`src/rtl/vga_timing_gen.sv`:
```
// vga_timing_gen: 640x480@60 Hz VGA raster timing generator.
//
// Ports:
//   clk_pxl_i      pixel clock (25.2 MHz); the only clock
//   reset_i        synchronous active-high reset
//   enable_i       advance the raster when high; hold all state when low
//   x_o, y_o       horizontal (0..H_TOTAL-1) / vertical (0..V_TOTAL-1) counters
//   hsync_o        horizontal sync, active-low
//   vsync_o        vertical sync, active-low
//   visible_o      high inside the visible region
//   line_start_o   strobe while the raster sits at x==0
//   frame_start_o  strobe while the raster sits at x==0, y==0
//
// Build option: define VGA_TIMING_LEAD_EN to delay the status outputs by two
// enabled cycles behind x_o/y_o, which covers the framebuffer read latency.
module vga_timing_gen #(
  parameter int H_VISIBLE = 640,
  parameter int H_FRONT   = 16,
  parameter int H_SYNC    = 96,
  parameter int H_BACK    = 48,
  parameter int V_VISIBLE = 480,
  parameter int V_FRONT   = 10,
  parameter int V_SYNC    = 2,
  parameter int V_BACK    = 33
) (
  input  logic       clk_pxl_i,
  input  logic       reset_i,
  input  logic       enable_i,
  output logic [9:0] x_o,
  output logic [9:0] y_o,
  output logic       hsync_o,
  output logic       vsync_o,
  output logic       visible_o,
  output logic       line_start_o,
  output logic       frame_start_o
);

  localparam logic [9:0] H_LAST = 10'(H_VISIBLE + H_FRONT + H_SYNC + H_BACK - 1);
  localparam logic [9:0] V_LAST = 10'(V_VISIBLE + V_FRONT + V_SYNC + V_BACK - 1);
  localparam logic [9:0] H_VIS  = 10'(H_VISIBLE);
  localparam logic [9:0] V_VIS  = 10'(V_VISIBLE);
  localparam logic [9:0] HS_BEG = 10'(H_VISIBLE + H_FRONT);
  localparam logic [9:0] HS_END = 10'(H_VISIBLE + H_FRONT + H_SYNC);
  localparam logic [9:0] VS_BEG = 10'(V_VISIBLE + V_FRONT);
  localparam logic [9:0] VS_END = 10'(V_VISIBLE + V_FRONT + V_SYNC);

`ifdef VGA_TIMING_LEAD_EN
  localparam int STAGES = 2;
`else
  localparam int STAGES = 0;
`endif

  // Status vector layout: {hsync_n, vsync_n, visible, line_start, frame_start}
  localparam logic [4:0] STAT_RST = 5'b11000;

  logic [9:0] x_q, x_d, y_q, y_d;
  logic [4:0] stat_d;
  logic [STAGES:0][4:0] stat_pipe_q;

  // Next raster position; holds when disabled.
  always_comb begin
    x_d = x_q;
    y_d = y_q;
    if (enable_i) begin
      if (x_q == H_LAST) begin
        x_d = '0;
        y_d = (y_q == V_LAST) ? '0 : y_q + 10'd1;
      end else begin
        x_d = x_q + 10'd1;
      end
    end
  end

  // Status is decoded from the next position so that, once registered, it
  // lines up with x_q/y_q in the same cycle.
  always_comb begin
    stat_d    = STAT_RST;
    stat_d[4] = !((x_d >= HS_BEG) && (x_d < HS_END));
    stat_d[3] = !((y_d >= VS_BEG) && (y_d < VS_END));
    stat_d[2] = (x_d < H_VIS) && (y_d < V_VIS);
    stat_d[1] = (x_d == '0);
    stat_d[0] = (x_d == '0) && (y_d == '0);
  end

  always_ff @(posedge clk_pxl_i) begin
    if (reset_i) begin
      x_q <= '0;
      y_q <= '0;
    end else begin
      x_q <= x_d;
      y_q <= y_d;
    end
  end

  // Stage 0 is the aligned decode; later stages only advance with the raster,
  // so a stalled raster freezes the whole pipeline (strobes included).
  always_ff @(posedge clk_pxl_i) begin
    if (reset_i) begin
      stat_pipe_q <= {(STAGES+1){STAT_RST}};
    end else if (enable_i) begin
      stat_pipe_q[0] <= stat_d;
      for (int i = 1; i <= STAGES; i++) stat_pipe_q[i] <= stat_pipe_q[i-1];
    end
  end

  assign x_o           = x_q;
  assign y_o           = y_q;
  assign hsync_o       = stat_pipe_q[STAGES][4];
  assign vsync_o       = stat_pipe_q[STAGES][3];
  assign visible_o     = stat_pipe_q[STAGES][2];
  assign line_start_o  = stat_pipe_q[STAGES][1];
  assign frame_start_o = stat_pipe_q[STAGES][0];

endmodule

```
`config.mk`:
```
export PLATFORM = sky130hd
export DESIGN_NAME = vga_timing_gen
export DESIGN_NICKNAME = d
export VERILOG_FILES = /design/src/rtl/vga_timing_gen.sv
export SDC_FILE = /design/constraint.sdc
export NUM_CORES = 1
export LEC_CHECK = 0
export ABC_AREA = 0
export CAP_MARGIN = 20
export CELL_PAD_IN_SITES_DETAIL_PLACEMENT = 0
export CELL_PAD_IN_SITES_GLOBAL_PLACEMENT = 1
export CORE_MARGIN = 2
export CORE_UTILIZATION = 35
export CTS_CLUSTER_SIZE = 25
export DETAILED_ROUTE_END_ITERATION = 10
export GPL_TIMING_DRIVEN = 1
export PLACE_DENSITY_LB_ADDON = 0.15
export SYNTH_ARGS = -nofsm -noshare
export SYNTH_HDL_FRONTEND = slang
export SYNTH_SLANG_ARGS = --single-unit
export TNS_END_PERCENT = 100
```
`constraint.sdc`:
```
create_clock -name clk_pxl_i -period 2.6 [get_ports clk_pxl_i]
set_input_delay 0.52 -clock clk_pxl_i [delete_from_list [all_inputs] [get_ports clk_pxl_i]]
set_output_delay 0.52 -clock clk_pxl_i [all_outputs]
set_load 0.02 [all_outputs]
```
==> summary.md, run 1 <==
| Metric | Value |
|---|---|
| Status | `complete, no violations` |
| Die Wd | `70.5 um` |
| Global-route wire length before repair | `7.07 mm` |
| Post-placement setup slack | `-0.109 ns` |
| Synthesized Nets | `206` |
| Average detailed-routed wire length per instance | `14.6 um` |
| Min-Delay Endpoint | `stat_pipe_q[1]` |
| Num rows | `24` |
| HPWL after DPL | `3.16 mm` |
| Die extent in y | `70.5 um` |
| Vias in the first global route | `1398` |
| Antenna cells | `0` |
| Maximum achievable frequency | `0.413 GHz` |
| Starting Density | `0.360` |
| #FFs+latches synth | `25` |
| Kind of start point of the critical path | `primary input` |
| Number of I/O port buffers | `27` |
| Hold path start | `stat_pipe_q[1]` |
| Sequential group share of total power | `0.553` |
| GRT Overall Usage | `0.176` |
| Power density over the cells | `358 nW/um2` |
| Die area | `4970 um2` |
| Share of power burned in the clock network | `0.337` |
| DR iter-0 viols | `91` |
| Family with the most delay on the worst path | `simple AND/OR/NAND/NOR gates` |
| Start of the worst register-to-register path | `x_o[1]` |
| Proportion of register bits with asynchronous set or reset after synthesis | `0` |
| Cell at the slowest stage of the critical path | `sky130_fd_sc_hd__or4_4` |
| Total of max-cap violations | `0` |
| Placed cell count | `283` |
| Combinational fraction of design power | `0.110` |
| Synth Flop Type | `sky130_fd_sc_hd__dfxtp_1` |
| Overflow after GRT | `0` |
| Cell types occupying the most area after synthesis | `sky130_fd_sc_hd__dfxtp_1 (32%), sky130_fd_sc_hd__nor2_1 (6.6%), sky130_fd_sc_hd__o21ai_0 (4.5%)` |
| Switching part of the total | `0.259` |
| Pleak | `0.719 nW` |
| Non-filler cells, final | `287` |
| Worst R2R End | `stat_pipe_q[3]` |
| Final number of hold-violating endpoints | `0` |
| Highest ir drop seen on vdd | `0.177 mV` |
| Worst R2R Path Depth | `7` |
| Avg Inst Size Synth | `7.73 um2` |
| Number of nets with antenna violations after routing | `0` |
| Post_cts resized | `0` |
| Via-to-Cell Ratio | `5.66` |
| Cell area after synthesis | `1550 um2` |
| Number of enable-type register cells in the synthesized netlist | `0` |
| Vias after detailed routing | `1625` |
| Clock slew at the register clock pins of the worst setup and hold paths | `0.10 ns` |
| Critical path buffers and inverters | `1` |
| Number of H-tree levels | `1` |
| Hold path cells | `2` |
| Total DRC errors in the routed layout | `0` |
| Worst slew margin relative to its limit | `0.682` |
| Switching power | `186 uW` |
| Clock period minus worst slack | `2.42 ns` |
| Placeable core region | `4290 um2` |
| Largest net degree at the start of global routing | `15` |
| Worst-path fanout max | `4` |
| Pin slew with the least headroom to its limit | `0.476 ns` |
| Total number of nets in the final design | `242` |
| Clock root cell | `sky130_fd_sc_hd__clkbuf_8` |
| Slew Limit Fails | `0` |
| Count of synthesis-stage warnings from yosys | `0` |
| Detailed Route WL | `4.18 mm` |
| Post-synth top area cell | `sky130_fd_sc_hd__dfxtp_1` |
| Number of fill cells | `425` |
| Netlist cell types | `43` |
| Final period util | `0.932` |
| Reg-to-reg setup timing slack | `0.27 ns` |
| Number of antenna violations at the first check in global routing | `0` |
| Layout cells sized above 1 | `0.128` |
| TritonCTS clock tree | `yes` |
| Longest Clk Path Bufs | `2` |
| Part of the Yosys area used for sequential elements | `0.324` |
| Worst hold-check path type | `flip-flop to flip-flop` |
| TritonRoute pass-1 iters | `4` |
| Worst setup slack after layout | `0.178 ns` |
| Cells after Synth | `200` |
| Post-CTS Hold Fix Bufs | `0` |
| Number of top-level pins | `28` |
| Cell-internal power | `533 uW` |
| CP endpoint kind | `flip-flop` |
| Setup Skew | `0.00122 ns` |
| Clk sinks | `25` |
| Total Power | `720 uW` |
| Layout Area Growth over Synthesis | `29.9%` |
| Setup repair after global routing missed its margin | `no` |
| Number of buffers added by the clock tree synthesis step | `3` |
| Path type of the worst setup path | `primary input to flip-flop` |
| Required time reported for the critical path endpoint | `2.76 ns` |
| Area share of the largest cell type after synthesis | `0.324` |
| Clock latency reported for the late side of the worst-skew pair | `0.27 ns` |
| Final weighted congestion in routability-driven placement | `0.841` |
| CP arrival | `2.58 ns` |
| Number of failing setup endpoints in the final timing report | `0` |
| Number of buffers added for setup after CTS | `0` |
| Delay of the slowest cell on the worst path | `0.52 ns` |
| Ordered list of cells on the worst path | `clkdlybuf4s50_1 > nand3_2 > or4_4 > nor4_1 > nor2_1 > nor4_2 > a31oi_1` |
-- state kept, by name, indices dropped and copies added, names as in the netlist --
register	count
stat_pipe_q	5
x_o	10
y_o	10
-- routing by layer --
metal  up-vias  wire, um  global-route usage
li1        800         -                   -
met1       766      2150               0.268
met2        55      1770               0.259
met3         4       230              0.0274
met4         0        31              0.0385
met5         -         0                   0
-- tightest hold or removal path, stage by stage (launching register included) --
cell	delay [ns]
sky130_fd_sc_hd__dfxtp_1	0.32
sky130_fd_sc_hd__nand2_1	0.06
sky130_fd_sc_hd__a21oi_1	0.05
-- power by group through the flow --
| stage | combinational (mW) | sequential (mW) | clock, mW |
|---|---|---|---|
| final | 0.0790 | 0.398 | 0.243 |
| after detailed placement | 0.0792 | 0.407 | 0 |
| after global routing | 0.0874 | 0.399 | 0.265 |
| after floorplan | 0.0337 | 0.417 | 0 |
| after CTS | 0.0796 | 0.398 | 0.250 |
| after global placement | 0.0789 | 0.407 | 0 |
-- synthesized netlist by cell type, types with 4 or more instances --
cell type,number
sky130_fd_sc_hd__and3_1,8
sky130_fd_sc_hd__o21ai_0,14
sky130_fd_sc_hd__dfxtp_1,25
sky130_fd_sc_hd__nand2_1,12
sky130_fd_sc_hd__clkbuf_1,9
sky130_fd_sc_hd__nand3_1,11
sky130_fd_sc_hd__nor3_1,9
sky130_fd_sc_hd__inv_1,4
sky130_fd_sc_hd__a211oi_1,4
sky130_fd_sc_hd__a21oi_1,11
sky130_fd_sc_hd__nand4_1,9
sky130_fd_sc_hd__and2_1,5
sky130_fd_sc_hd__nor2_1,27
sky130_fd_sc_hd__xor2_1,8
-- worst max-delay path by stage --
stage | to | startpoint | slack (ns) | cells past startpoint
floorplan | stat_pipe_q[3] | x_o[0] | 0.23 | 7
global placement | stat_pipe_q[3] | enable_i | -0.08 | 7
detailed placement | stat_pipe_q[3] | enable_i | -0.11 | 7
CTS | stat_pipe_q[3] | enable_i | 0.18 | 7
global route | stat_pipe_q[3] | enable_i | 0.008 | 7
finish | stat_pipe_q[3] | enable_i | 0.18 | 7
-- metrics by stage --
stage	hold WS [ns]	instance area, um2	TNS, ns	util
finish	0.466	2010	0	0.468
global route	0.485	2010	0	0.468
CTS	0.471	2000	0	0.466
detailed placement	0.457	1960	-0.239	0.456
global placement	0.449	1960	-0.185	0.456
floorplan	0.540	1550	0	-
-- logic make-up after synthesis --
| logic type | synth area share |
|---|---|
| AOI/OAI and AO/OA | 0.192 |
| adders and majority gates | 0.0243 |
| xor gates and xnor gates | 0.0623 |
| muxes | 0.00647 |
| DFF | 0.324 |
| buffers and inverters | 0.0485 |
| and+or+nand+nor | 0.343 |
-- cell type report --
type,instances,area [um2],area share
flip-flops and latches,25,500,0.249
clock inverters,1,5.00,0.00249
multi-input cells,157,977,0.486
inverters,4,15.0,0.00747
well taps,52,65.1,0.0324
repair buffers,45,405,0.202
clock buffers,3,41.3,0.0205
-- cells in the final DEF, fill, tap and decap left out, types with 5 or more instances in the layout --
cell type	synthesis	layout
sky130_fd_sc_hd__nor3_1	9	9
sky130_fd_sc_hd__nor2_1	27	27
sky130_fd_sc_hd__and2_1	5	5
sky130_fd_sc_hd__clkdlybuf4s50_1	0	27
sky130_fd_sc_hd__nand4_1	9	9
sky130_fd_sc_hd__nand2_1	12	12
sky130_fd_sc_hd__xor2_1	8	8
sky130_fd_sc_hd__buf_4	1	18
sky130_fd_sc_hd__o21ai_0	14	14
sky130_fd_sc_hd__and3_1	8	8
sky130_fd_sc_hd__a21oi_1	11	11
sky130_fd_sc_hd__nand3_1	11	11
sky130_fd_sc_hd__dfxtp_1	25	25
No activity file was read; power rests on OpenSTA's default activity.
==> run 2, diff against run 1 <==
--- a/config.mk
+++ b/config.mk
@@ -14,6 +14,7 @@
 export CTS_CLUSTER_SIZE = 25
 export DETAILED_ROUTE_END_ITERATION = 10
 export GPL_TIMING_DRIVEN = 1
+export MAX_ROUTING_LAYER = met4
 export PLACE_DENSITY_LB_ADDON = 0.15
 export SYNTH_ARGS = -nofsm -noshare
 export SYNTH_HDL_FRONTEND = slang
==> run 2 against run 1 <==
Against the previous run: non-clock buffer count unchanged; cell area stayed put; clock power fell by 3%; wire length is 1.3% higher; cell count unchanged; global-route usage up 0.51 points; die area unchanged; sequential power about the same; power decreased by 0.85%; setup slack worse by 0.068 ns; critical path depth up 1; combinational power rose by 0.8%; critical path type unchanged; largest cell class unchanged.
==> summary.md, run 2 (synthesis gave the netlist of run 1 again) <==
| Metric | Value |
|---|---|
| Status | `complete, no violations` |
| Number of antenna violations at the first check in global routing | `0` |
| Via-to-Cell Ratio | `5.41` |
| Average detailed-routed wire length per instance | `14.8 um` |
| Reg-to-reg setup timing slack | `0.15 ns` |
| Hold path cells | `2` |
| TritonRoute pass-1 iters | `4` |
| Final standard cell utilization of the core | `0.468` |
| Die Wd | `70.5 um` |
| Num rows | `24` |
| Detailed Route WL | `4.24 mm` |
| Worst setup slack after layout | `0.110 ns` |
| CP endpoint kind | `flip-flop` |
| Delay of the slowest cell on the worst path | `0.52 ns` |
| Path type of the worst setup path | `primary input to flip-flop` |
| Ordered list of cells on the worst path | `clkdlybuf4s50_1 > nand3_2 > or4_4 > buf_4 > nor4b_1 > a21oi_1 > nor3_1 > a31oi_1` |
| GRT Overall Usage | `0.181` |
| Number of nets with antenna violations after routing | `0` |
| Placed cell count | `283` |
| Min-Delay Endpoint | `stat_pipe_q[1]` |
| Final weighted congestion in routability-driven placement | `0.860` |
| Worst-path fanout max | `11` |
| Total of max-cap violations | `0` |
| Vias in the first global route | `1428` |
| Area after DPL | `1960 um2` |
| Placeable core region | `4290 um2` |
| Worst slack on hold paths | `0.483 ns` |
| Required time reported for the critical path endpoint | `2.75 ns` |
| Antenna cells | `0` |
| Final number of hold-violating endpoints | `0` |
| Clock period minus worst slack | `2.49 ns` |
| Hold path start | `stat_pipe_q[1]` |
| Non-Filler Cell Area, Final | `2010 um2` |
| Setup total negative slack | `0 ns` |
| Number of H-tree levels | `1` |
| Clock root cell | `sky130_fd_sc_hd__clkbuf_8` |
| Number of top-level pins | `28` |
| Setup repair after global routing missed its margin | `no` |
| Setup Skew | `0.00350 ns` |
| Maximum achievable frequency | `0.402 GHz` |
| Global-route wire length before repair | `7.15 mm` |
| Total DRC errors in the routed layout | `0` |
| Number of fill cells | `430` |
| Number of I/O port buffers | `27` |
| CP arrival | `2.64 ns` |
| Cell at the slowest stage of the critical path | `sky130_fd_sc_hd__or4_4` |
| Total Power | `714 uW` |
| Overflow after GRT | `0` |
| Slew Limit Fails | `0` |
| Worst R2R End | `stat_pipe_q[3]` |
| Starting Density | `0.360` |
| Highest ir drop seen on vdd | `0.172 mV` |
| Non-filler cells, final | `287` |
| Post-placement setup slack | `-0.128 ns` |
| Layout cells sized above 1 | `0.128` |
| Power density over the cells | `355 nW/um2` |
| HPWL after DPL | `3.20 mm` |
| TritonCTS clock tree | `yes` |
| Die extent in y | `70.5 um` |
| Clock slew at the register clock pins of the worst setup and hold paths | `0.09 ns` |
| Pin slew with the least headroom to its limit | `0.466 ns` |
| Die area | `4970 um2` |
| DR iter-0 viols | `70` |
| Clock latency reported for the late side of the worst-skew pair | `0.27 ns` |
| Start of the worst register-to-register path | `x_o[1]` |
| Worst R2R Path Depth | `8` |
| Pleak | `0.720 nW` |
| Largest net degree at the start of global routing | `15` |
| Final period util | `0.958` |
| Total number of nets in the final design | `242` |
| Reg area | `500 um2` |
| Clk sinks | `25` |
| Most frequent cells in the layout | `sky130_fd_sc_hd__nor2_1 (27), sky130_fd_sc_hd__clkdlybuf4s50_1 (27), sky130_fd_sc_hd__dfxtp_1 (25), sky130_fd_sc_hd__buf_4 (18), sky130_fd_sc_hd__o21ai_0 (14)` |
| Layout Area Growth over Synthesis | `29.9%` |
| Number of buffers added by the clock tree synthesis step | `3` |
| Longest Clk Path Bufs | `2` |
| Kind of start point of the critical path | `primary input` |
| Vias after detailed routing | `1552` |
| Worst slew margin relative to its limit | `0.688` |
| Worst hold-check path type | `flip-flop to flip-flop` |
| Number of failing setup endpoints in the final timing report | `0` |
| Footprint of the multi-input gates | `977 um2` |
run 2: cell counts in the layout (fill, tap and decap cells not counted):
No cell type changed its count.
run 2: how the worst max path moves through the flow:
stage	start	to	slack [ns]	cells after the start
floorplan	x_o[0]	stat_pipe_q[3]	0.23	7
global placement	enable_i	stat_pipe_q[3]	-0.08	7
detailed placement	enable_i	stat_pipe_q[3]	-0.13	8
CTS	enable_i	stat_pipe_q[3]	0.18	8
global route	enable_i	stat_pipe_q[3]	0.008	7
finish	enable_i	stat_pipe_q[3]	0.11	8
run 2: routing by layer:
metal,share of wire,up-vias,global-route usage
li1,-,808,-
met1,0.52,702,0.271
met2,0.43,38,0.257
met3,0.037,4,0.0216
met4,0.0083,0,0.0427
met5,0,-,-
run 2: final cells by class:
cell class,count,share of cell area
repair buffers,45,0.202
well taps,52,0.0324
flip-flops and latches,25,0.249
multi-input cells,157,0.486
clock inverters,1,0.00249
inverters,4,0.00747
clock buffers,3,0.0205
run 2: worst max-delay path: cells and delay by family:
kind | cells | cell delay [ns]
simple gates | 4 | 1.21
buf+inv | 2 | 0.69
compound gates | 2 | 0.21
run 2: what timing repair did:
| action | in CTS | in global routing |
|---|---|---|
| hold endpoints to repair | 0 | 0 |
| setup endpoints to repair | 0 | 2 |
| gates resized for setup | 0 | 1 |
| hold buffers | 0 | 0 |
| buffers inserted | 0 | 0 |
run 2: power breakdown:
part           leakage, nW  internal, mW  switching (mW)
clock               0.0255         0.107           0.128
sequential           0.202         0.390         0.00817
combinational        0.492        0.0357          0.0438
total                0.720         0.533           0.180
